[config.mk]
export PLATFORM = sky130hd
export DESIGN_NAME = guess_game_ctrl
export DESIGN_NICKNAME = d
export VERILOG_FILES = /design/src/rtl/guess_game_ctrl.sv
export SDC_FILE = /design/constraint.sdc
export NUM_CORES = 1
export LEC_CHECK = 0
export ABC_CLOCK_PERIOD_IN_PS = 2300
export CELL_PAD_IN_SITES_DETAIL_PLACEMENT = 0
export CELL_PAD_IN_SITES_GLOBAL_PLACEMENT = 1
export CORE_MARGIN = 3
export CORE_UTILIZATION = 30
export CTS_BUF_LIST = sky130_fd_sc_hd__clkbuf_16
export DETAILED_ROUTE_END_ITERATION = 6
export GPL_TIMING_DRIVEN = 0
export PLACE_DENSITY_LB_ADDON = 0.08
export SLEW_MARGIN = 20
export SYNTH_ARGS = -nofsm -noshare
export SYNTH_HDL_FRONTEND = slang
export SYNTH_SLANG_ARGS = --single-unit
[constraint.sdc]
create_clock -name clk -period 2.3 [get_ports clk]
set_input_delay 0.46 -clock clk [delete_from_list [all_inputs] [get_ports clk]]
set_output_delay 0.46 -clock clk [all_outputs]
set_load 0.005 [all_outputs]
[src/rtl/guess_game_ctrl.sv]
// Round sequencer for the button/guess game: countdown, attempt detection, tries and result hold.
// Optional RETRY_TIMER_EN: every non-final wrong guess restarts the round timer.
module guess_game_ctrl #(
    parameter int unsigned DATA_W         = 4,
    parameter int unsigned TIMEOUT_CYCLES = 150000000,
    parameter int unsigned MAX_TRIES      = 3,
    parameter int unsigned RESULT_CYCLES  = 50000000
) (
    input  logic                               clk,
    input  logic                               reset,
    input  logic                               start,
    input  logic                               button,
    input  logic [DATA_W-1:0]                  guess,
    input  logic [DATA_W-1:0]                  secret,
    output logic [1:0]                         out,
    output logic [$clog2(MAX_TRIES+1)-1:0]     tries_left,
    output logic                               seg3_tick
);

    localparam int unsigned TRY_W = $clog2(MAX_TRIES + 1);
    localparam int unsigned TMR_W = $clog2(TIMEOUT_CYCLES + 1);
    localparam int unsigned RES_W = $clog2(RESULT_CYCLES + 1);

    localparam logic [1:0] ST_IDLE = 2'b00;
    localparam logic [1:0] ST_PLAY = 2'b01;
    localparam logic [1:0] ST_WIN  = 2'b10;
    localparam logic [1:0] ST_LOSE = 2'b11;

    logic [1:0]       state_nx;
    logic [TRY_W-1:0] tries_nx;
    logic [TMR_W-1:0] timer;
    logic [TMR_W-1:0] timer_nx;
    logic [RES_W-1:0] res_cnt;
    logic [RES_W-1:0] res_nx;
    logic             tick_nx;
    logic             button_q;
    logic             attempt_c;
    logic             match_c;

    assign attempt_c = button & ~button_q;
    assign match_c   = (guess == secret);

    // State code doubles as the out register.
    always_ff @(posedge clk) begin
        if (reset) begin
            out        <= ST_IDLE;
            tries_left <= '0;
            timer      <= '0;
            res_cnt    <= '0;
            seg3_tick  <= 1'b0;
            button_q   <= 1'b0;
        end else begin
            out        <= state_nx;
            tries_left <= tries_nx;
            timer      <= timer_nx;
            res_cnt    <= res_nx;
            seg3_tick  <= tick_nx;
            button_q   <= button;
        end
    end

    always_comb begin
        state_nx = out;
        tries_nx = tries_left;
        timer_nx = timer;
        res_nx   = res_cnt;
        tick_nx  = 1'b0;
        case (out)
            ST_IDLE: begin
                if (start) begin
                    state_nx = ST_PLAY;
                    tries_nx = TRY_W'(MAX_TRIES);
                    timer_nx = TMR_W'(TIMEOUT_CYCLES - 1);
                end
            end
            ST_PLAY: begin
                if (attempt_c && match_c) begin
                    state_nx = ST_WIN;
                    res_nx   = RES_W'(RESULT_CYCLES - 1);
                end else if (attempt_c) begin
                    if (tries_left == TRY_W'(1)) begin
                        state_nx = ST_LOSE;
                        tries_nx = '0;
                        res_nx   = RES_W'(RESULT_CYCLES - 1);
                    end else begin
                        tries_nx = tries_left - TRY_W'(1);
`ifdef RETRY_TIMER_EN
                        timer_nx = TMR_W'(TIMEOUT_CYCLES - 1);
`else
                        // Hold at zero so the timeout still fires on the following edge.
                        timer_nx = (timer == '0) ? timer : timer - TMR_W'(1);
`endif
                    end
                end else if (timer == '0) begin
                    state_nx = ST_LOSE;
                    tick_nx  = 1'b1;
                    res_nx   = RES_W'(RESULT_CYCLES - 1);
                end else begin
                    timer_nx = timer - TMR_W'(1);
                end
            end
            default: begin
                if (res_cnt == '0) begin
                    state_nx = ST_IDLE;
                end else begin
                    res_nx = res_cnt - RES_W'(1);
                end
            end
        endcase
    end

endmodule

==> metrics.cfg <==
[grt]
grt_start_max_net_pins = 11
antenna_found_initial = 0
grt_pass1_vias = 3018
overflow = 0
grt_pass1_wl_um = 16100
track_usage = 0.1742

[critical_path]
worstReg2RegStart = timer[9]$_SDFFE_PP0P_
crit_fanout = 3
crit_path_frequent_cell = or3_4
cp_slowest_cell = or4_4
worstPathRequired_ns = 2.55
cp_cell_sequence = or4_4, or3_4, or3_4, or4_1, a31oi_1
critPathCaptureType = register
rr_worst_depth = 5
crit_arrival_ns = 2.52
slowest_delay_ns = 0.53
r2r-end = timer[15]$_SDFFE_PP0P_
r2r_slack_ns = 0.03
start_kind = register
critPathKind = register to register

[sta]
hold_slack_ns = 0.4786
worstMarginPinSlew_ns = 0.7428
finalCriticalPeriod_ns = 2.270
final_hold_viol_count = 0
setup_viol = 0
fmax_mhz = 440.6
slew_viol_final = 0
slew_headroom = 0.5048
period_share = 0.9869
fin_skew_ns = 0.007318
rsz0062_at_grt = false

[synth]
netlist_area_um2 = 3182
synth_area_per_cell_um2 = 8.507
yosys_warnings = 0
synth_nets = 390
synth_edf_count = 0
netlist_instances = 374
postSynth.asyncResetShare = 0
ys.flop_type = dfxtp_1
synth_cell_types = 45
seq_area_frac_synth = 0.3775
synth-seq-cells = 60

[layout]
stdcell_area_um2 = 4119
layout-drive-gt1-share = 0.1971
syn2layout_area_growth_pct = 29.45
finish.utilization = 0.4101
register_area_um2 = 1210
multi_input_area_um2 = 2115
final_net_count = 423
diodes = 0
fillers = 1032

[drt]
drt_iter0_drc = 109
vias = 3150
drt_wl_total_um = 9841
vias_per_cell = 5.790
drcViolationCount = 0
final_antenna_net_count = 0
wl_per_cell_um = 18.09
first_pass_iters = 4

[status]
outcome = completed

[pwr]
vdd_drop_max_v = 0.0003269
p_leak_uw = 0.001356
power_density_nw_per_um2 = 858.3
p_total_uw = 3535

[hold_path]
hp-start = tries_left[1]$_SDFFE_PP0P_
min_to = tries_left[1]$_SDFFE_PP0P_
hold_path.class = register to register
holdPathStages = 2

[place]
gp_congestion = 0.7462
dpl_cell_area_um2 = 3498
dp_hpwl_um = 6529
portBuffers = 15

[cts]
clk_pin_slew_ns = 0.06
cts_buffers = 9
cts_tree = built
cts_sinks = 60
cts_buffer_depth = 2
insertion_delay_ns = 0.32
clockRootBuffer = clkbuf_16
cts_max_level = 3

[floorplan]
io_pins = 17
dieArea_um2 = 11880
die_h_um = 109.0
num_rows = 36
core_area_um2 = 10040
fp.dieW_um = 109.0
initial_core_util = 0.3168

[run]
cap_violations = 0

-- registers in the layout, summed over array words and instances, names as in the netlist --
register	count
seg3_tick	1
tries_left	2
button_q	1
out	2
res_cnt	26
timer	28
-- cell type report --
type | instances | share of cell area
clock inverters | 6 | 0.01185
well taps | 133 | 0.04040
repair buffers | 26 | 0.05650
flip-flops and latches | 60 | 0.2937
clock buffers | 9 | 0.05468
plain buffers | 18 | 0.02217
inverters | 8 | 0.007290
multi-input cells | 284 | 0.5134
-- cells by family (layout without fill, tap and decap cells) --
kind of cell / count (synthesis) / count (layout) / share of synthesized area
buffers and inverters: 30 / 67 / 0.03539
xor gates and xnor gates: 15 / 15 / 0.04129
AOI/OAI and AO/OA: 102 / 102 / 0.2080
DFF: 60 / 60 / 0.3775
and+or+nand+nor: 158 / 158 / 0.3063
muxes: 5 / 5 / 0.01573
adders and majority gates: 4 / 4 / 0.01573
-- placed cells by master, fill, tap and decap left out, types with 5 or more instances in the layout --
cell and count:
clkbuf_1 9, nand3_1 5, inv_1 8, nor4_2 7, o31ai_1 25, xor2_1 10, nor3_1 14, dfxtp_1 57
xnor2_1 5, nor2_1 9, a31oi_1 22, o21ai_0 11, nand2b_1 5, clkbuf_16 9, or4_1 23, a21oi_1 17
nand2_1 17, nand4_1 14, nor4_1 9, buf_4 13, clkdlybuf4s50_1 15, a211oi_1 7, mux2i_1 5, or3_1 16
-- worst max-delay path by stage --
stage / from / cells after the start / slack, ns / end
CTS: out[0]$_SDFFE_PP0P_ / 7 / -0.007 / timer[0]$_SDFFE_PP0P_
global route: secret[0] / 8 / 0.002 / timer[1]$_SDFFE_PP0P_
floorplan: timer[0]$_SDFFE_PP0P_ / 8 / 0.03 / timer[8]$_SDFFE_PP0P_
detailed placement: guess[0] / 8 / -1.05 / timer[3]$_SDFFE_PP0P_
finish: timer[9]$_SDFFE_PP0P_ / 5 / 0.03 / timer[15]$_SDFFE_PP0P_
global placement: secret[0] / 8 / -1.08 / timer[3]$_SDFFE_PP0P_
-- routing by layer --
metal  GRT usage  routed length [um]  up-vias
met1      0.2511                4994     1522
met5           0                   0        -
li1            -                   -     1552
met2      0.2579                4281       64
met4     0.05681                 140        0
met3     0.03612                 424       12
-- Yosys cell counts (all sizes together) (2+ instances only) --
master	n	share of area
nand2	17	0.020
nor3	15	0.024
ha	4	0.016
or3	20	0.042
xnor2	5	0.014
clkbuf	22	0.026
xor2	10	0.028
nor4b	4	0.013
nor4	19	0.037
or2	3	0.0059
o21a	2	0.0047
dfxtp	60	0.38
o31ai	26	0.061
a31oi	23	0.045
a211oi	7	0.017
nand4	14	0.028
nor2	10	0.012
and4	2	0.0055
or4	27	0.066
and3	3	0.0059
nor3b	3	0.0071
inv	8	0.0094
nand2b	5	0.0098
nand3	8	0.013
and2	2	0.0039
o21bai	4	0.0094
nor2b	3	0.0059
a21oi	18	0.028
o21ai	15	0.024
a311oi	2	0.0055
mux2i	5	0.016
-- power breakdown --
| part | leakage (uW) | switching [uW] | total [uW] | internal, uW |
|---|---|---|---|---|
| combinational | 0.000723 | 581 | 981 | 400 |
| sequential | 0.000493 | 132 | 1270 | 1140 |
| clock | 0.000140 | 468 | 1280 | 813 |
-- worst max-delay path: cells and delay by family, from the launching register on --
| kind | cells | cell delay, ns |
|---|---|---|
| flip-flops | 1 | 0.36 |
| AO/OA/AOI/OAI | 1 | 0.18 |
| AND/OR/NAND/NOR | 4 | 1.66 |
-- per-stage QoR --
step                      setup slack, ns    TNS, ns  cells
after floorplan                   0.03195          0    374
after global placement             -1.082     -35.10    522
after detailed placement           -1.053     -35.12    522
after CTS                       -0.006999  -0.006999    541
after global routing             0.001640          0    544
final                             0.03014          0    544
-- timing repair --
item / in CTS / in global routing
setup endpoints to repair: 55 / 53
buffers inserted: 4 / 7
hold buffers: 0 / 0
gates resized for setup: 41 / 33
cloned: 0 / 0
pin swaps: 3 / 7
Note: power is estimated with default switching activity, not from simulation.
